**src/rtl/lcd_timing_pkg.sv**
```systemverilog
// lcd_timing_pkg: default 800x480 panel timing, pattern encodings and RGB565 bar colours.
package lcd_timing_pkg;
    localparam int DEF_H_ACTIVE = 800;
    localparam int DEF_H_FP     = 40;
    localparam int DEF_H_SYNC   = 48;
    localparam int DEF_H_BP     = 88;
    localparam int DEF_V_ACTIVE = 480;
    localparam int DEF_V_FP     = 13;
    localparam int DEF_V_SYNC   = 3;
    localparam int DEF_V_BP     = 32;
    localparam bit DEF_SYNC_POL = 1'b0;

    typedef enum logic [1:0] {
        PAT_BARS     = 2'd0,
        PAT_SOLID    = 2'd1,
        PAT_CHECKER  = 2'd2,
        PAT_GRADIENT = 2'd3
    } pat_t;

    localparam logic [15:0] RGB_WHITE   = 16'hFFFF;
    localparam logic [15:0] RGB_YELLOW  = 16'hFFE0;
    localparam logic [15:0] RGB_CYAN    = 16'h07FF;
    localparam logic [15:0] RGB_GREEN   = 16'h07E0;
    localparam logic [15:0] RGB_MAGENTA = 16'hF81F;
    localparam logic [15:0] RGB_RED     = 16'hF800;
    localparam logic [15:0] RGB_BLUE    = 16'h001F;
    localparam logic [15:0] RGB_BLACK   = 16'h0000;

    function automatic logic [15:0] bar_colour(input logic [2:0] idx);
        return idx == 3'd0 ? RGB_WHITE
             : idx == 3'd1 ? RGB_YELLOW
             : idx == 3'd2 ? RGB_CYAN
             : idx == 3'd3 ? RGB_GREEN
             : idx == 3'd4 ? RGB_MAGENTA
             : idx == 3'd5 ? RGB_RED
             : idx == 3'd6 ? RGB_BLUE
             : RGB_BLACK;
    endfunction
endpackage

```
**src/rtl/lcd_timing_gen_if.sv**
```systemverilog
// lcd_timing_gen_if: control inputs and registered LCD/pixel-coordinate outputs of the timing stage.
interface lcd_timing_gen_if;
    logic        en;
    logic [1:0]  pat_sel;
    logic [15:0] solid_rgb;
    logic        lcd_de;
    logic        lcd_hsync;
    logic        lcd_vsync;
    logic [4:0]  lcd_r;
    logic [5:0]  lcd_g;
    logic [4:0]  lcd_b;
    logic [10:0] pix_x;
    logic [9:0]  pix_y;
    logic        frame_start;

    modport master (
        input  en, pat_sel, solid_rgb,
        output lcd_de, lcd_hsync, lcd_vsync, lcd_r, lcd_g, lcd_b, pix_x, pix_y, frame_start
    );

    modport slave (
        output en, pat_sel, solid_rgb,
        input  lcd_de, lcd_hsync, lcd_vsync, lcd_r, lcd_g, lcd_b, pix_x, pix_y, frame_start
    );
endinterface

```
**src/rtl/lcd_pattern_gen.sv**
```systemverilog
// lcd_pattern_gen: maps pixel position to an RGB565 test pattern; pattern/colour shadowed per frame.
module lcd_pattern_gen
    import lcd_timing_pkg::*;
#(
    parameter int H_ACTIVE = DEF_H_ACTIVE
) (
    input  logic        clk,
    input  logic        rst,
    input  logic        sample,
    input  logic [1:0]  pat_sel,
    input  logic [15:0] solid_rgb,
    input  logic [10:0] x,
    input  logic        y5,
    output logic [15:0] rgb
);
    localparam logic [10:0] BAR_W = 11'(H_ACTIVE >= 8 ? H_ACTIVE / 8 : 1);

    pat_t        pat_q, pat;
    logic [15:0] solid_q, solid;
    logic [10:0] bar;

    always_ff @(posedge clk) begin
        if (rst) begin
            pat_q   <= PAT_BARS;
            solid_q <= '0;
        end else if (sample) begin
            pat_q   <= pat_t'(pat_sel);
            solid_q <= solid_rgb;
        end
    end

    // The first pixel of a frame already uses the value being sampled on that clock.
    assign pat   = sample ? pat_t'(pat_sel) : pat_q;
    assign solid = sample ? solid_rgb : solid_q;
    assign bar   = x / BAR_W;

    always_comb begin
        rgb = pat == PAT_BARS    ? bar_colour(bar > 11'd7 ? 3'd7 : bar[2:0])
            : pat == PAT_SOLID   ? solid
            : pat == PAT_CHECKER ? {16{x[5] ^ y5}}
            : {x[9:5], x[9:4], x[9:5]};
    end
endmodule

```
**src/rtl/lcd_timing_gen.sv**
```systemverilog
// lcd_timing_gen: parallel-LCD hsync/vsync/DE timing with registered test-pattern and coordinate outputs.
module lcd_timing_gen
    import lcd_timing_pkg::*;
#(
    parameter int H_ACTIVE = DEF_H_ACTIVE,
    parameter int H_FP     = DEF_H_FP,
    parameter int H_SYNC   = DEF_H_SYNC,
    parameter int H_BP     = DEF_H_BP,
    parameter int V_ACTIVE = DEF_V_ACTIVE,
    parameter int V_FP     = DEF_V_FP,
    parameter int V_SYNC   = DEF_V_SYNC,
    parameter int V_BP     = DEF_V_BP,
    parameter bit SYNC_POL = DEF_SYNC_POL
) (
    input logic clk,
    input logic rst,
    lcd_timing_gen_if.master bus
);
    localparam int H_TOTAL = H_ACTIVE + H_FP + H_SYNC + H_BP;
    localparam int V_TOTAL = V_ACTIVE + V_FP + V_SYNC + V_BP;

    localparam logic [10:0] H_ACT  = 11'(H_ACTIVE);
    localparam logic [10:0] HS_BEG = 11'(H_ACTIVE + H_FP);
    localparam logic [10:0] HS_END = 11'(H_ACTIVE + H_FP + H_SYNC);
    localparam logic [10:0] H_LAST = 11'(H_TOTAL - 1);
    localparam logic [9:0]  V_ACT  = 10'(V_ACTIVE);
    localparam logic [9:0]  VS_BEG = 10'(V_ACTIVE + V_FP);
    localparam logic [9:0]  VS_END = 10'(V_ACTIVE + V_FP + V_SYNC);
    localparam logic [9:0]  V_LAST = 10'(V_TOTAL - 1);

    if (H_ACTIVE < 1 || H_FP < 1 || H_SYNC < 1 || H_BP < 1 ||
        V_ACTIVE < 1 || V_FP < 1 || V_SYNC < 1 || V_BP < 1 ||
        H_TOTAL > 2047 || V_TOTAL > 1023) begin : g_bad_params
        $error("lcd_timing_gen: illegal timing parameters");
    end

    logic [10:0] h_cnt;
    logic [9:0]  v_cnt;
    logic        h_wrap, de_c, hs_c, vs_c, fs_c;
    logic [15:0] pat_rgb;

    assign h_wrap = h_cnt == H_LAST;
    assign de_c   = bus.en && h_cnt < H_ACT && v_cnt < V_ACT;
    assign hs_c   = bus.en && h_cnt >= HS_BEG && h_cnt < HS_END;
    assign vs_c   = bus.en && v_cnt >= VS_BEG && v_cnt < VS_END;
    assign fs_c   = bus.en && h_cnt == '0 && v_cnt == '0;

    always_ff @(posedge clk) begin
        if (rst) begin
            h_cnt <= '0;
            v_cnt <= '0;
        end else if (bus.en) begin
            h_cnt <= h_wrap ? '0 : h_cnt + 11'd1;
            if (h_wrap) v_cnt <= v_cnt == V_LAST ? '0 : v_cnt + 10'd1;
        end
    end

    lcd_pattern_gen #(.H_ACTIVE(H_ACTIVE)) u_pat (
        .clk       (clk),
        .rst       (rst),
        .sample    (fs_c),
        .pat_sel   (bus.pat_sel),
        .solid_rgb (bus.solid_rgb),
        .x         (h_cnt),
        .y5        (v_cnt[5]),
        .rgb       (pat_rgb)
    );

    // Single output stage keeps DE, syncs, colour and coordinates mutually aligned.
    always_ff @(posedge clk) begin
        if (rst) begin
            bus.lcd_de                        <= 1'b0;
            bus.lcd_hsync                     <= !SYNC_POL;
            bus.lcd_vsync                     <= !SYNC_POL;
            bus.frame_start                   <= 1'b0;
            {bus.lcd_r, bus.lcd_g, bus.lcd_b} <= '0;
            bus.pix_x                         <= '0;
            bus.pix_y                         <= '0;
        end else begin
            bus.lcd_de                        <= de_c;
            bus.lcd_hsync                     <= hs_c ^ !SYNC_POL;
            bus.lcd_vsync                     <= vs_c ^ !SYNC_POL;
            bus.frame_start                   <= fs_c;
            {bus.lcd_r, bus.lcd_g, bus.lcd_b} <= de_c ? pat_rgb : '0;
            bus.pix_x                         <= de_c ? h_cnt : '0;
            bus.pix_y                         <= de_c ? v_cnt : '0;
        end
    end
endmodule

```
**src/flat_wrapper.sv**
```systemverilog
// flat-port wrapper written by rule: the top's interface ports become plain ports
module lcd_timing_gen_flat import lcd_timing_pkg::*;
#(
    parameter int H_ACTIVE = DEF_H_ACTIVE,
    parameter int H_FP     = DEF_H_FP,
    parameter int H_SYNC   = DEF_H_SYNC,
    parameter int H_BP     = DEF_H_BP,
    parameter int V_ACTIVE = DEF_V_ACTIVE,
    parameter int V_FP     = DEF_V_FP,
    parameter int V_SYNC   = DEF_V_SYNC,
    parameter int V_BP     = DEF_V_BP,
    parameter bit SYNC_POL = DEF_SYNC_POL
)
  (clk, rst, bus_en, bus_pat_sel, bus_solid_rgb, bus_lcd_de, bus_lcd_hsync, bus_lcd_vsync, bus_lcd_r, bus_lcd_g, bus_lcd_b, bus_pix_x, bus_pix_y, bus_frame_start);
  lcd_timing_gen_if bus_i ();
  input logic clk;
  input logic rst;
  input wire logic [$bits(bus_i.en)-1:0] bus_en;
  input wire logic [$bits(bus_i.pat_sel)-1:0] bus_pat_sel;
  input wire logic [$bits(bus_i.solid_rgb)-1:0] bus_solid_rgb;
  output wire logic [$bits(bus_i.lcd_de)-1:0] bus_lcd_de;
  output wire logic [$bits(bus_i.lcd_hsync)-1:0] bus_lcd_hsync;
  output wire logic [$bits(bus_i.lcd_vsync)-1:0] bus_lcd_vsync;
  output wire logic [$bits(bus_i.lcd_r)-1:0] bus_lcd_r;
  output wire logic [$bits(bus_i.lcd_g)-1:0] bus_lcd_g;
  output wire logic [$bits(bus_i.lcd_b)-1:0] bus_lcd_b;
  output wire logic [$bits(bus_i.pix_x)-1:0] bus_pix_x;
  output wire logic [$bits(bus_i.pix_y)-1:0] bus_pix_y;
  output wire logic [$bits(bus_i.frame_start)-1:0] bus_frame_start;
  assign bus_i.en = bus_en;
  assign bus_i.pat_sel = bus_pat_sel;
  assign bus_i.solid_rgb = bus_solid_rgb;
  assign bus_lcd_de = bus_i.lcd_de;
  assign bus_lcd_hsync = bus_i.lcd_hsync;
  assign bus_lcd_vsync = bus_i.lcd_vsync;
  assign bus_lcd_r = bus_i.lcd_r;
  assign bus_lcd_g = bus_i.lcd_g;
  assign bus_lcd_b = bus_i.lcd_b;
  assign bus_pix_x = bus_i.pix_x;
  assign bus_pix_y = bus_i.pix_y;
  assign bus_frame_start = bus_i.frame_start;
  lcd_timing_gen #(.H_ACTIVE(H_ACTIVE), .H_FP(H_FP), .H_SYNC(H_SYNC), .H_BP(H_BP), .V_ACTIVE(V_ACTIVE), .V_FP(V_FP), .V_SYNC(V_SYNC), .V_BP(V_BP), .SYNC_POL(SYNC_POL)) u_core (.clk(clk), .rst(rst), .bus(bus_i));
endmodule
```
**config.mk**
```make
export PLATFORM = sky130hd
export DESIGN_NAME = lcd_timing_gen_flat
export DESIGN_NICKNAME = d
export VERILOG_FILES = /design/src/rtl/lcd_timing_pkg.sv /design/src/rtl/lcd_timing_gen_if.sv /design/src/rtl/lcd_pattern_gen.sv /design/src/rtl/lcd_timing_gen.sv /design/src/flat_wrapper.sv
export SDC_FILE = /design/constraint.sdc
export NUM_CORES = 1
export LEC_CHECK = 0
export ABC_AREA = 0
export CAP_MARGIN = 40
export CORE_UTILIZATION = 45
export DETAILED_ROUTE_END_ITERATION = 8
export GPL_ROUTABILITY_DRIVEN = 0
export PLACE_DENSITY_LB_ADDON = 0.1
export SYNTH_ARGS = -nofsm -noshare
export SYNTH_HDL_FRONTEND = slang
export SYNTH_SLANG_ARGS = --single-unit
```
**constraint.sdc**
```tcl
create_clock -name clk -period 2.5 [get_ports clk]
set_input_delay 0.25 -clock clk [delete_from_list [all_inputs] [get_ports clk]]
set_output_delay 0.25 -clock clk [all_outputs]
set_load 0.01 [all_outputs]
```
# [Word level (Yosys, flattened, before mapping)]
# Cells that the tools add are included.
# Widths: inputs -> output; s select.
[totals] reg_bits=80 input_bits=21 out_inout_bits=41 word_cells=66
[op_classes] addsub=2 n_div=1 order_cmp=7 eq_ne=10 muxes=15 n_bitwise=4 reduce_logical=14
[op_table] op="$mux 16" n=10
[op_table] op="$lt 11x10->1 const B" n=2
[op_table] op="$lt 10x9->1 const B" n=2
[op_table] op="$add 11x1->11 const B" n=1
[op_table] op="$div 11x7->11 const B" n=1
[op_table] op="$eq 11x10->1 const B" n=1
[op_table] op="$ge 11x10->1 const B" n=1
[op_table] op="$gt 11x3->1 const B" n=1
[op_table] op="$logic_not 11->1" n=1
[op_table] op="$mux 11" n=1
[op_table] op="$add 10x1->10 const B" n=1
[op_table] op="$eq 10x10->1 const B" n=1
[op_table] op="$ge 10x9->1 const B" n=1
[op_table] op="$logic_not 10->1" n=1
[op_table] op="$mux 10" n=1
[op_table] op="$eq 3x3->1 const B" n=3
[op_table] op="$logic_and 1x1->1" n=8
[op_table] op="$eq 3x2->1 const B" n=2
[op_table] op="$mux 5" n=1
[op_table] op="$eq 3x1->1 const B" n=1
[op_table] op="$logic_not 3->1" n=1
[op_table] op="$mux 3" n=1
[op_table] op="$not 1->1" n=3
[op_table] op="$eq 2x1->1 const B" n=1
[op_table] op="other kinds (6)" n=6

# [Depth between registers and ports, before layout]
[logic_depth] ltp_word=12 depth_mapped=13 ltp_nobuf=11

# [Modules after synthesis]
# A second synthesis with hierarchy kept.
[unflattened] hier_cells=444 hier_area_um2=3992.6
[modules_own_cells] module="lcd_timing_gen" n_inst=1 cells_each=228 area_per_inst_um2=2250.9 seq_area_each_um2=1241.2
[modules_own_cells] module="lcd_pattern_gen" n_inst=1 cells_each=216 area_per_inst_um2=1741.7 seq_area_each_um2=360.3

# [Least setup slack after synthesis]
# No wires, ideal clock.
[synth_timing] kind="reg2reg" from="register u_core.h_cnt[0]" to="register u_core.bus.lcd_g[1]" setup_time_ps=128 t_arrival_ps=2527 required_time_ps=2372 setup_slack_ps=-155 path_stages_with_launch=13 path_buffers=1 synth_period_minus_slack_ps=2655 path_cell_list="dfxtp_1 inv_1 ha_1 or4bb_1 nor3_1 and4_1 buf_6 mux2i_2 mux2_4 a32oi_2 o21ai_1 a21oi_1 nor2_1"
[synth_between] elab_chain_len=10
[synth_lines] item="start, declared" line="lcd_timing_gen.sv:37" rtl="logic [10:0] h_cnt;"
[synth_lines] item="start signal, assigned" line="lcd_timing_gen.sv:53" rtl="h_cnt <= h_wrap ? '0 : h_cnt + 11'd1;"
[synth_lines] item="$div 11x7->11" line="lcd_pattern_gen.sv:35" rtl="assign bar = x / BAR_W;"
[synth_lines] item="$gt 11x3->1" line="lcd_pattern_gen.sv:38" rtl="rgb = pat == PAT_BARS ? bar_colour(bar > 11'd7 ? 3'd7 : bar[2:0])"
[synth_lines] item="$mux 3" line="lcd_pattern_gen.sv:38"
[synth_lines] item="$eq 3x3->1" line="lcd_timing_pkg.sv:34" rtl=": idx == 3'd4 ? RGB_MAGENTA"
[synth_lines] item="$mux 16" line="lcd_timing_pkg.sv:34"
[synth_lines] item="$mux 16" line="lcd_timing_pkg.sv:33" rtl=": idx == 3'd3 ? RGB_GREEN"
[synth_lines] item="$mux 16" line="lcd_timing_pkg.sv:32" rtl=": idx == 3'd2 ? RGB_CYAN"
[synth_lines] item="$mux 16" line="lcd_timing_pkg.sv:31" rtl=": idx == 3'd1 ? RGB_YELLOW"
[synth_lines] item="$mux 16" line="lcd_timing_pkg.sv:30" rtl="return idx == 3'd0 ? RGB_WHITE"
[synth_lines] item="$mux 16" line="lcd_pattern_gen.sv:38"
[synth_lines] item="end signal, assigned" line="lcd_timing_gen.sv:84" rtl="{bus.lcd_r, bus.lcd_g, bus.lcd_b} <= de_c ? pat_rgb : '0;"
[synth_lines] item="end, declared" line="lcd_timing_gen_if.sv:18" rtl="output lcd_de, lcd_hsync, lcd_vsync, lcd_r, lcd_g, lcd_b, pix_x, pix_y, frame_start"
# Several ways; a longest one is shown, not always the timed one.
# A chain may end at the register's enable or synchronous reset.

# [Worst setup path in the final report]
[layout_timing] from="register u_core.h_cnt[1]" to="register u_core.bus.lcd_r[0]"
[layout_between] elab_chain_len=11
[layout_lines] item="$div 11x7->11" line="lcd_pattern_gen.sv:35"
[layout_lines] item="$gt 11x3->1" line="lcd_pattern_gen.sv:38"
[layout_lines] item="$mux 3" line="lcd_pattern_gen.sv:38"
[layout_lines] item="$eq 3x3->1" line="lcd_timing_pkg.sv:35" rtl=": idx == 3'd5 ? RGB_RED"
[layout_lines] item="$mux 16" line="lcd_timing_pkg.sv:35"
[layout_lines] item="$mux 16" line="lcd_timing_pkg.sv:34"
[layout_lines] item="$mux 16" line="lcd_timing_pkg.sv:33"
[layout_lines] item="$mux 16" line="lcd_timing_pkg.sv:32"
[layout_lines] item="$mux 16" line="lcd_timing_pkg.sv:31"
[layout_lines] item="$mux 16" line="lcd_timing_pkg.sv:30"
[layout_lines] item="$mux 16" line="lcd_pattern_gen.sv:38"
[layout_lines] item="end signal, assigned" line="lcd_timing_gen.sv:84"
[layout_lines] item="end, declared" line="lcd_timing_gen_if.sv:18"
# Several ways; a longest one is shown, not always the timed one.

==> results summary <==
Setup violations remaining at the end of the flow were counted as 17. Measured along the y axis, the die boundary spans 96.6 µm. The overall die width came out at approximately 97 µm. Across every metal layer, demand over resource in global routing totals 0.237. The number of max-capacitance violations reported is 0. The worst hold path belongs to the class reg2reg. The most common cell in the synthesized netlist is sky130_fd_sc_hd__dfxtp_1. The worst hold path begins at u_core.u_pat.solid_q[2]$_SDFF_PP0_. The cell type with the largest total area after synthesis is sky130_fd_sc_hd__dfxtp_1. The count of final hold-check violations came out at 0. The number of stages on the worst hold path is 2.

The CTS tree is yes. The final hold slack is 0.520 ns. The floorplan step defined a die boundary enclosing 0.00934 mm².

The total vias in the final route is 3903. The share of synthesized area in the top cell type comes to 0.397. The total congestion overflow after global routing came out at 0. The repair_antennas step left the layout with diodes totalling 0. Of all flip-flops after synthesis, the portion carrying an async set or reset was 0.

The data required time at the worst endpoint is about 2.7 ns. The number of warnings reported in the yosys synthesis log is 0. The initial antenna violation count is 0. The post-synthesis sequential element count is 80.

The I/O pin count is 62. In this run the tool buffered the top-level ports with 61 buffer cells. In this run the mean area of a mapped cell was approximately 8.7 µm². The cell at the root of the clock tree is sky130_fd_sc_hd__clkbuf_8.

The core region is about 0.0087 mm². The ratio of routed vias to standard cells came out at between 5 and 6. The clock slew seen by the registers of the worst setup and hold paths is 0.09 ns. The path depth of the worst reg2reg path is 12. The power density over cell area came out at around 480 mW/mm². The via count of the first global-routing pass came out at 3823. In this run the register-to-register setup slack is -0.21 ns.

The layout cell share with drive strength beyond 1 came out at 0.317. Synthesis produced roughly 470 cells. Setup repair after global routing could not meet its margin everywhere. The routed wire length per instance is between 15 and 20 µm.

The number of library cell types mapped by synthesis is 76. By area the synthesized netlist is led by sky130_fd_sc_hd__dfxtp_1 40%, sky130_fd_sc_hd__nor2_1 6.9%, sky130_fd_sc_hd__mux2i_1 5.0%, sky130_fd_sc_hd__a21oi_1 4.1%, sky130_fd_sc_hd__nand2_1 2.9%. The post-placement setup slack came out at -0.244 ns. The worst-skew pair later-pin latency came out at 0.35 ns. The shortest clock period the worst path allows after layout is 2.71 ns. The max-slew violation count is 0. The maximum fanout count along the critical path is 5.

The number of standard-cell rows in the floorplan is 34. Counting flops with a built-in enable in the synthesized netlist gives 0. The number of placed instances with taps included came out at 709. Summing all flip-flop and latch instances after layout gives 0.00161 mm². The first detailed-routing pass took 5 iterations.

The total area of multi-input combinational cells is about 0.0024 mm². The maximum ir drop on the vdd rail came out at 0.000358 V. The final routed wirelength across all metal layers came out at 11200 µm. The initial cell density of the core is 0.464.

The post-route clock skew is 0.0197 ns. The placed cell area came out at ~0.0054 mm². The number of remaining DRC errors came out at 0. The final standard cell count with taps included and fillers excluded is between 700 and 800. The residual antenna-violating net count after detailed routing came out at 0. In this run the worst setup path begins at u_core.h_cnt[1]$_SDFFE_PP0P_. The first-pass GRT wire length came out at between 15000 and 20000 µm. In this run the static leakage power is 2.46 nW. Ranked by instance count, the synthesized netlist is headed by 80 x sky130_fd_sc_hd__dfxtp_1, 74 x sky130_fd_sc_hd__nor2_1, 33 x sky130_fd_sc_hd__a21oi_1, 31 x sky130_fd_sc_hd__nand2_1, 21 x sky130_fd_sc_hd__o21ai_0. From synthesis to final layout, the design area changed by 47.6%. The clock passes through at most 2 buffers. The flow ran to the end, but the final reports show violations. The H-tree generated during clock tree synthesis spans 3 levels. By startpoint and endpoint, the worst setup path is classified as reg2reg. In the post-route analysis, the smallest setup slack over all paths is -0.211 ns. The post-detailed-placement half-perimeter wirelength is 8220 µm. The largest net degree at the start of global routing came out at 26.

The number of buffers added by the clock tree synthesis step came out at 9. At the worst endpoint, the arrival time is 2.95 ns. The number of DRC markers in iteration 0 came out at 206.

STA classifies the critical path startpoint as a flip-flop. For this run, the register share of the synthesized area comes to 0.397. The post-layout net count came out at ~650. The worst setup path is captured at a flip-flop. The finished layout cell area is 0.00595 mm². The most used flip-flop cell after synthesis is sky130_fd_sc_hd__dfxtp_1. At the end of the flow the core is filled with cells to 0.685. The area of the mapped netlist came out at between 0.004 and 0.005 mm².

The final reports fail on negative setup slack. The worst register-to-register path begins at u_core.h_cnt[1]$_SDFFE_PP0P_. The highest attainable clock frequency is 0.369 GHz. Dividing the final minimum period by the clock period gives 1.08. The clock sink count is 80.

Fill cells in the final layout number just under 700.
[logic make-up (layout without fill, tap and decap cells)]
kind of cell | Yosys count | in the layout | share of synthesized area
xor+xnor | 20 | 20 | 0.0435
fa+ha+maj | 7 | 7 | 0.0211
simple gates | 186 | 186 | 0.238
other cells | 1 | 2 | 0.000930
compound gates | 102 | 102 | 0.174
mux | 25 | 25 | 0.0661
buf+inv | 44 | 203 | 0.0590
flops | 80 | 80 | 0.397
[cell type report]
class	instances	share of cell area
Multi-Input combinational cell	342	0.407
Sequential cell	80	0.271
Timing Repair Buffer	177	0.257
Tap cell	108	0.0227
Clock buffer	9	0.0208
Clock inverter	5	0.0137
Inverter	12	0.00757
[worst paths after layout]
kind / end
min: u_core.u_pat.solid_q[2]$_SDFF_PP0_
min reg2reg: u_core.u_pat.solid_q[2]$_SDFF_PP0_
max: u_core.bus.lcd_r[0]$_SDFF_PP0_
max reg2reg: u_core.bus.lcd_r[0]$_SDFF_PP0_
[metal layers]
layer  track usage  vias to the layer above  routed length (µm)
met1         0.295                     1816                4900
met2         0.404                      134                5480
met5             0                        -                   0
met4         0.103                        0                 224
li1              -                     1934                   -
met3        0.0361                       19                 576
[sequential cells by signal, summed over array words and instances, names as in the netlist]
signal and cells:
u_core.bus.frame_start 1, u_core.bus.lcd_b 5, u_core.bus.lcd_de 1, u_core.bus.lcd_g 6, u_core.bus.lcd_hsync 1, u_core.bus.lcd_r 5, u_core.bus.lcd_vsync 1, u_core.bus.pix_x 11
u_core.bus.pix_y 10, u_core.h_cnt 11, u_core.u_pat.pat_q 2, u_core.u_pat.solid_q 16, u_core.v_cnt 10
[critical path: stages (launching register included)]
cell                      delay, ns
sky130_fd_sc_hd__dfxtp_2       0.33
sky130_fd_sc_hd__inv_2         0.07
sky130_fd_sc_hd__ha_4          0.13
sky130_fd_sc_hd__or4bb_1       0.49
sky130_fd_sc_hd__nor3_2        0.11
sky130_fd_sc_hd__and4_1        0.21
sky130_fd_sc_hd__buf_6         0.14
sky130_fd_sc_hd__mux2i_4       0.30
sky130_fd_sc_hd__mux2_4        0.33
sky130_fd_sc_hd__a32oi_2       0.18
sky130_fd_sc_hd__o21ai_1       0.11
sky130_fd_sc_hd__a21oi_1       0.15
sky130_fd_sc_hd__nor2_1        0.05
[through the flow]
stage	TNS [ns]	power (mW)
after global routing	-5.46	3.00
after global placement	-2.46	1.80
final	-2.57	2.88
after detailed placement	-2.80	1.81
after floorplan	-0.114	1.60
after CTS	-1.95	2.83
[cells in the final DEF (no fill, tap or decap), types with 7 or more instances in the layout]
cell type,n
sky130_fd_sc_hd__and2_1,11
sky130_fd_sc_hd__nand2b_1,7
sky130_fd_sc_hd__o21ai_0,11
sky130_fd_sc_hd__xor2_1,8
sky130_fd_sc_hd__dfxtp_1,72
sky130_fd_sc_hd__mux2i_1,14
sky130_fd_sc_hd__dfxtp_2,7
sky130_fd_sc_hd__nor2_1,72
sky130_fd_sc_hd__inv_1,8
sky130_fd_sc_hd__buf_4,110
sky130_fd_sc_hd__clkdlybuf4s50_1,61
sky130_fd_sc_hd__clkbuf_8,9
sky130_fd_sc_hd__xnor2_1,11
sky130_fd_sc_hd__o21ai_1,12
sky130_fd_sc_hd__nand2_1,31
sky130_fd_sc_hd__a21oi_1,27
[what timing repair did]
item / CTS / global route
hold buffers: 0 / 0
buffers inserted: 2 / 9
endpoints found under the setup margin: 19 / 39
resized for setup: 24 / 35
pin swaps: 4 / 17
cloned: 0 / 0
[where the power goes]
group	total, mW	internal, mW	leakage, nW	switching, mW
Clock	1.01	0.553	0.102	0.462
Sequential	1.35	1.33	0.656	0.0201
Combinational	0.519	0.282	1.70	0.237
Total	2.88	2.16	2.46	0.718
(Power assumes the default switching activity.)
